### src/rtl/uart_rx_deserializer_if.sv
// Output-side bundle of the UART receive deserializer: received frame,
// its error flags, the valid/ready handshake and status pulses.
interface uart_rx_deserializer_if #(
  parameter int DATA_BITS = 8
);
  logic [DATA_BITS-1:0] rx_data;
  logic                 rx_parity_err;
  logic                 rx_frame_err;
  logic                 rx_valid;
  logic                 rx_ready;
  logic                 rx_overrun;
  logic                 rx_busy;

  modport master (
    output rx_data, rx_parity_err, rx_frame_err, rx_valid, rx_overrun, rx_busy,
    input  rx_ready
  );

  modport slave (
    input  rx_data, rx_parity_err, rx_frame_err, rx_valid, rx_overrun, rx_busy,
    output rx_ready
  );
endinterface

### src/rtl/uart_rx_deserializer.sv
// UART receive deserializer: start-bit detection, mid-bit sampling, LSB-first
// shift, optional parity and stop check, one-entry valid/ready output register.
module uart_rx_deserializer #(
  parameter int CLKS_PER_BIT = 16,
  parameter int DATA_BITS    = 8,
  parameter int PARITY_EN    = 0,
  parameter int PARITY_ODD   = 0
) (
  input  logic                   clk,
  input  logic                   rst_n,
  input  logic                   rx_sync,
  uart_rx_deserializer_if.master rx_if
);
  localparam int CNT_W = $clog2(CLKS_PER_BIT);
  localparam int IDX_W = $clog2(DATA_BITS);
  localparam logic [CNT_W-1:0] CNT_HALF = CNT_W'(CLKS_PER_BIT / 2 - 1);
  localparam logic [CNT_W-1:0] CNT_LAST = CNT_W'(CLKS_PER_BIT - 1);
  localparam logic [IDX_W-1:0] IDX_LAST = IDX_W'(DATA_BITS - 1);

  typedef enum logic [2:0] {
    ST_IDLE      = 3'd0,
    ST_START     = 3'd1,
    ST_DATA      = 3'd2,
    ST_PARITY    = 3'd3,
    ST_STOP      = 3'd4,
    ST_WAIT_IDLE = 3'd5
  } state_t;

  function automatic logic parity_err_f(input logic [DATA_BITS-1:0] data,
                                        input logic par_bit);
    return (((^data) ^ par_bit) != (PARITY_ODD != 0));
  endfunction

  state_t               state_r, state_s;
  logic [CNT_W-1:0]     cnt_r, cnt_s;
  logic [IDX_W-1:0]     idx_r, idx_s;
  logic [DATA_BITS-1:0] shift_r, shift_s;
  logic                 par_pend_r, par_pend_s;
  logic                 prev_r;
  logic                 done_s, load_s, valid_s;
  logic                 bit_tick_s;
  logic [DATA_BITS-1:0] data_r;
  logic                 perr_r, ferr_r, valid_r, ovr_r, busy_r;

  // Next-state, baud counter, bit index and shift register update.
  always_comb begin
    state_s    = state_r;
    cnt_s      = cnt_r;
    idx_s      = idx_r;
    shift_s    = shift_r;
    par_pend_s = par_pend_r;
    done_s     = 1'b0;
    bit_tick_s = (cnt_r == CNT_LAST);
    case (state_r)
      ST_IDLE: begin
        cnt_s = '0;
        idx_s = '0;
        if (prev_r && !rx_sync) begin
          state_s = ST_START;
        end else begin
          state_s = ST_IDLE;
        end
      end
      ST_START: begin
        if (cnt_r == CNT_HALF) begin
          cnt_s = '0;
          if (rx_sync) begin
            state_s = ST_IDLE;
          end else begin
            state_s    = ST_DATA;
            idx_s      = '0;
            par_pend_s = 1'b0;
          end
        end else begin
          cnt_s = cnt_r + CNT_W'(1);
        end
      end
      ST_DATA: begin
        if (bit_tick_s) begin
          cnt_s          = '0;
          shift_s[idx_r] = rx_sync;
          if (idx_r == IDX_LAST) begin
            idx_s = '0;
            if (PARITY_EN != 0) begin
              state_s = ST_PARITY;
            end else begin
              state_s = ST_STOP;
            end
          end else begin
            idx_s = idx_r + IDX_W'(1);
          end
        end else begin
          cnt_s = cnt_r + CNT_W'(1);
        end
      end
      ST_PARITY: begin
        if (bit_tick_s) begin
          cnt_s      = '0;
          par_pend_s = parity_err_f(shift_r, rx_sync);
          state_s    = ST_STOP;
        end else begin
          cnt_s = cnt_r + CNT_W'(1);
        end
      end
      ST_STOP: begin
        if (bit_tick_s) begin
          cnt_s  = '0;
          done_s = 1'b1;
          if (rx_sync) begin
            state_s = ST_IDLE;
          end else begin
            state_s = ST_WAIT_IDLE;
          end
        end else begin
          cnt_s = cnt_r + CNT_W'(1);
        end
      end
      ST_WAIT_IDLE: begin
        if (rx_sync) begin
          state_s = ST_IDLE;
        end else begin
          state_s = ST_WAIT_IDLE;
        end
      end
      default: begin
        state_s = ST_IDLE;
        cnt_s   = '0;
        idx_s   = '0;
      end
    endcase
  end

  // Output register load/drop decision and valid handshake.
  always_comb begin
    load_s = done_s && (!valid_r || rx_if.rx_ready);
    if (load_s) begin
      valid_s = 1'b1;
    end else if (valid_r && rx_if.rx_ready) begin
      valid_s = 1'b0;
    end else begin
      valid_s = valid_r;
    end
  end

  // Receiver state and registered outputs.
  always_ff @(posedge clk or negedge rst_n) begin
    if (!rst_n) begin
      state_r    <= ST_IDLE;
      cnt_r      <= '0;
      idx_r      <= '0;
      shift_r    <= '0;
      par_pend_r <= 1'b0;
      prev_r     <= 1'b1;
      data_r     <= '0;
      perr_r     <= 1'b0;
      ferr_r     <= 1'b0;
      valid_r    <= 1'b0;
      ovr_r      <= 1'b0;
      busy_r     <= 1'b0;
    end else begin
      state_r    <= state_s;
      cnt_r      <= cnt_s;
      idx_r      <= idx_s;
      shift_r    <= shift_s;
      par_pend_r <= par_pend_s;
      prev_r     <= rx_sync;
      valid_r    <= valid_s;
      ovr_r      <= done_s && !load_s;
      busy_r     <= (state_s != ST_IDLE);
      if (load_s) begin
        data_r <= shift_r;
        perr_r <= par_pend_r;
        ferr_r <= ~rx_sync;
      end
    end
  end

  assign rx_if.rx_data       = data_r;
  assign rx_if.rx_parity_err = perr_r;
  assign rx_if.rx_frame_err  = ferr_r;
  assign rx_if.rx_valid      = valid_r;
  assign rx_if.rx_overrun    = ovr_r;
  assign rx_if.rx_busy       = busy_r;
endmodule

### src/flat_wrapper.sv
// flat-port wrapper written by rule: the top's interface ports become plain ports
module uart_rx_deserializer_flat 
#(
  parameter int CLKS_PER_BIT = 16,
  parameter int DATA_BITS    = 8,
  parameter int PARITY_EN    = 0,
  parameter int PARITY_ODD   = 0
)
  (clk, rst_n, rx_sync, rx_if_rx_data, rx_if_rx_parity_err, rx_if_rx_frame_err, rx_if_rx_valid, rx_if_rx_overrun, rx_if_rx_busy, rx_if_rx_ready);
  uart_rx_deserializer_if #(.DATA_BITS(DATA_BITS)) rx_if_i ();
  input  logic clk;
  input  logic rst_n;
  input  logic rx_sync;
  output wire logic [$bits(rx_if_i.rx_data)-1:0] rx_if_rx_data;
  output wire logic [$bits(rx_if_i.rx_parity_err)-1:0] rx_if_rx_parity_err;
  output wire logic [$bits(rx_if_i.rx_frame_err)-1:0] rx_if_rx_frame_err;
  output wire logic [$bits(rx_if_i.rx_valid)-1:0] rx_if_rx_valid;
  output wire logic [$bits(rx_if_i.rx_overrun)-1:0] rx_if_rx_overrun;
  output wire logic [$bits(rx_if_i.rx_busy)-1:0] rx_if_rx_busy;
  input wire logic [$bits(rx_if_i.rx_ready)-1:0] rx_if_rx_ready;
  assign rx_if_rx_data = rx_if_i.rx_data;
  assign rx_if_rx_parity_err = rx_if_i.rx_parity_err;
  assign rx_if_rx_frame_err = rx_if_i.rx_frame_err;
  assign rx_if_rx_valid = rx_if_i.rx_valid;
  assign rx_if_rx_overrun = rx_if_i.rx_overrun;
  assign rx_if_rx_busy = rx_if_i.rx_busy;
  assign rx_if_i.rx_ready = rx_if_rx_ready;
  uart_rx_deserializer #(.CLKS_PER_BIT(CLKS_PER_BIT), .DATA_BITS(DATA_BITS), .PARITY_EN(PARITY_EN), .PARITY_ODD(PARITY_ODD)) u_core (.clk(clk), .rst_n(rst_n), .rx_sync(rx_sync), .rx_if(rx_if_i));
endmodule
### config.mk
export PLATFORM = sky130hd
export DESIGN_NAME = uart_rx_deserializer_flat
export DESIGN_NICKNAME = d
export VERILOG_FILES = /design/src/rtl/uart_rx_deserializer_if.sv /design/src/rtl/uart_rx_deserializer.sv /design/src/flat_wrapper.sv
export SDC_FILE = /design/constraint.sdc
export NUM_CORES = 1
export LEC_CHECK = 0
export ABC_AREA = 1
export CORE_ASPECT_RATIO = 0.5
export CORE_MARGIN = 3
export CORE_UTILIZATION = 55
export CTS_CLUSTER_DIAMETER = 40
export DETAILED_ROUTE_END_ITERATION = 8
export GPL_TIMING_DRIVEN = 0
export PLACE_DENSITY = 0.78
export SYNTH_ARGS = -nofsm -noshare
export SYNTH_HDL_FRONTEND = slang
export SYNTH_SLANG_ARGS = --single-unit
### constraint.sdc
create_clock -name clk -period 1.5 [get_ports clk]
set_input_delay 0.3 -clock clk [delete_from_list [all_inputs] [get_ports clk]]
set_output_delay 0.3 -clock clk [all_outputs]
set_load 0.05 [all_outputs]
==> impl_metrics.yaml <==
synth:
  synthArstFlopShare: 1.000
  syn_area_mm2: 0.001662
  synth.avg_cell_area_um2: 7.988
  synth-simple-area-share: 0.2877
  ys_types: 26
  synth-compound-area-share: 0.08208
  ys_seq_area_frac: 0.4977
  synth_edf_count: 0
  synthAdderAreaFrac: 0.02259
  synth_ff_type: "dfrtp_1"
  synth_top_family_by_area: "simple AND/OR/NAND/NOR gates"
  yosysWarnings: 0
  synthMuxAreaShare: 0.02033
  synth-xor-area-share: 0.01581
  netlist_instances: 208
  ys_ff_latch: 33
  syn_nets: 215
floorplan:
  start_util: 0.6081
  io_pins: 17
  die-area_mm2: 0.003757
  die-width_um: 83.73
  std_cell_rows: 13
  design.core.area_mm2: 0.002733
  die_y_um: 44.87
clock_network:
  cts_sinks: 33
  numCtsBuffers: 5
  clockBufferDepth: 2
  cts.htree.levels: 2
  cts_tree: "built"
  insertion_delay_ps: 280
  path_clk_slew_ps: 60
  cts_root_buffer: "clkbuf_8"
setup_path:
  cp-start-kind: "flop"
  worstPathMaxFanout: 5
  cp-end-kind: "flop"
  crit_chain: "ha_4 > nand2_4 > nor2_4 > nor2_2 > nor2_2 > nand3_1 > nor2_2 > nand3b_1"
  required_ps: 1670
  max_stage_delay_ps: 400
  cp_slowest_cell: "dfrtp_1"
  crit_top_cell: "nor2_2"
  path_class: "flop to flop"
  cp_data_arrival_time_ps: 1700
global_routing:
  grt_pass1_wl_mm: 5.816
  grt_antenna_before_repair: 0
  grt_pass1_vias: 1332
  grt_max_degree: 34
  grt_util_all_layers: 0.1957
  grt.overflow.total: 0
detailed_routing:
  first_iter_violations: 99
  vias: 1419
  topRoutingLayerUsed: "met4"
  vias_per_cell: 5.104
  wl_per_cell_um: 12.45
  drt-total-wl_mm: 3.462
  met3_length_um: 188
  wl_met1_mm: 1.581
  wl_met2_mm: 1.652
  first_pass_iters: 4
  ant_nets: 0
  drcViolationCount: 0
power_and_ir_drop:
  p_per_area_mw_per_mm2: 1209
  leakage_nw: 1.117
  ir_worst_vdd_uv: 884.4
timing:
  max_clock_freq_mhz: 653.0
  relSlewSlack: 0.5147
  finalHoldViolCount: 0
  slew_violations: 0
  setup_violations: 1
  finalSetupTns_ps: -31.51
  finalWorstSetupSlack_ps: -31.51
  min_period_ps: 1532
  skew_ps: 2.449
  rsz0062_at_grt: "true"
  tightest_slew_ps: 727.9
  fin_crit_sh: 1.021
layout:
  num_antenna_cells: 0
  fin_util: 0.7734
  layout.nets: 248
  areaGrowthSynthToFinish_pct: 27.18
  fill_cells: 204
  final_layout_size_suffix_gt1_frac: 0.2075
flow_run:
  drv_cap: 0
status:
  run_status: "finished with violations"
  violations: "setup timing"
place:
  dp_hpwl_mm: 2.299
  portBuffers: 16
  gp_congestion: 0.8358
  dp_worst_setup_slack_ps: -365.6
min_path:
  min_path_type: "input pin to asynchronous set/reset pin"
[area by class of cell]
| cell class | instances | area (um^2) | area share |
|---|---|---|---|
| Buffer | 2 | 16.27 | 0.007697 |
| Sequential cell | 33 | 827.0 | 0.3914 |
| Inverter | 28 | 112.6 | 0.05329 |
| Clock buffer | 7 | 86.33 | 0.04085 |
| Tap cell | 37 | 46.29 | 0.02191 |
| Timing Repair Buffer | 26 | 236.5 | 0.1119 |
| Multi-Input combinational cell | 145 | 788.3 | 0.3730 |
[stage by stage]
step / area, um^2 / instances / hold slack (ps) / total power, W
4_1_cts: 1964 / 271 / 108.2 / 0.002410
3_3_place_gp: 1868 / 261 / 467.0 / 0.001688
6_report: 2113 / 278 / 69.62 / 0.002556
2_1_floorplan: 1662 / 208 / 4.409 / 0.001537
3_5_place_dp: 1863 / 261 / 404.2 / 0.001705
5_1_grt: 2113 / 278 / 134.7 / 0.002707
[cells in the mapped netlist (2+ instances only)]
| cell type | instances | share of area |
|---|---|---|
| a21oi_1 | 3 | 0.0090 |
| dfrtp_1 | 32 | 0.48 |
| ha_1 | 3 | 0.023 |
| inv_1 | 24 | 0.054 |
| inv_2 | 3 | 0.0068 |
| mux2_2 | 3 | 0.020 |
| nand2_1 | 68 | 0.15 |
| nand2_2 | 2 | 0.0075 |
| nand3_1 | 16 | 0.048 |
| nand4_1 | 2 | 0.0075 |
| nor2_1 | 17 | 0.038 |
| nor2_4 | 2 | 0.014 |
| o21ai_0 | 12 | 0.036 |
| o21ai_1 | 8 | 0.024 |
| xor2_1 | 2 | 0.011 |
[layer usage]
layer / up-vias / global-route usage
met5: - / 0
met4: 0 / 0.02885
met3: 6 / 0.05647
met2: 33 / 0.3412
met1: 654 / 0.2558
li1: 726 / -
[path summary, 6_finish.rpt]
path                                    from                 endpoint  slack (ps)  depth (start not counted)
max in group asynchronous              rst_n          u_core.idx_r[0]         960                          1
max reg2reg                  u_core.cnt_r[0]     u_core.rx_if.rx_busy         -30                          8
max                          u_core.cnt_r[0]     u_core.rx_if.rx_busy         -30                          8
min reg2reg                u_core.par_pend_r        u_core.par_pend_r         490                          2
min                                    rst_n  u_core.rx_if.rx_data[2]          70                          1
min in group clk                     rx_sync            u_core.prev_r         450                          1
[critical path, delay by kind of cell, from the launching register on]
kind / cells / cell delay, ps
flip-flops: 1 / 400
AND/OR/NAND/NOR: 7 / 830
adder cells (fa/ha/maj): 1 / 170
[layout by cell type, fill, tap and decap left out, types with 5 or more instances in the layout]
| cell | netlist | layout |
|---|---|---|
| nand2_1 | 68 | 61 |
| dfrtp_1 | 32 | 32 |
| inv_1 | 24 | 24 |
| nand3_1 | 16 | 14 |
| nor2_1 | 17 | 13 |
| o21ai_1 | 8 | 12 |
| dlygate4sd2_1 | 0 | 8 |
| buf_4 | 0 | 8 |
| nand2_2 | 2 | 7 |
| clkbuf_8 | 0 | 6 |
| clkdlybuf4s15_1 | 0 | 6 |
| o21ai_0 | 12 | 5 |
[flip-flops by register name, indices dropped and copies added, names as in the netlist, 3 cells and up]
| signal | cells |
|---|---|
| u_core.state_r | 3 |
| u_core.shift_r | 8 |
| u_core.cnt_r | 4 |
| u_core.rx_if.rx_data | 8 |
| u_core.idx_r | 3 |
[where the power goes]
group | internal (W) | total [W] | switching (W)
Sequential | 0.000996 | 0.00111 | 0.000113
Combinational | 0.000313 | 0.000767 | 0.000454
Clock | 0.000364 | 0.000679 | 0.000315
[cell families after synthesis]
logic type | after synthesis
flops | 33
mux | 3
compound gates | 26
buf+inv | 30
simple gates | 110
xor+xnor | 3
fa+ha+maj | 3
[repair_timing]
item                       CTS  global route
cloned                       0             1
buffers inserted             3             6
hold buffers                 0             0
gates resized for setup     18            36
pin swaps                    2             6
setup endpoints to repair   19            26
(Power assumes the default switching activity.)
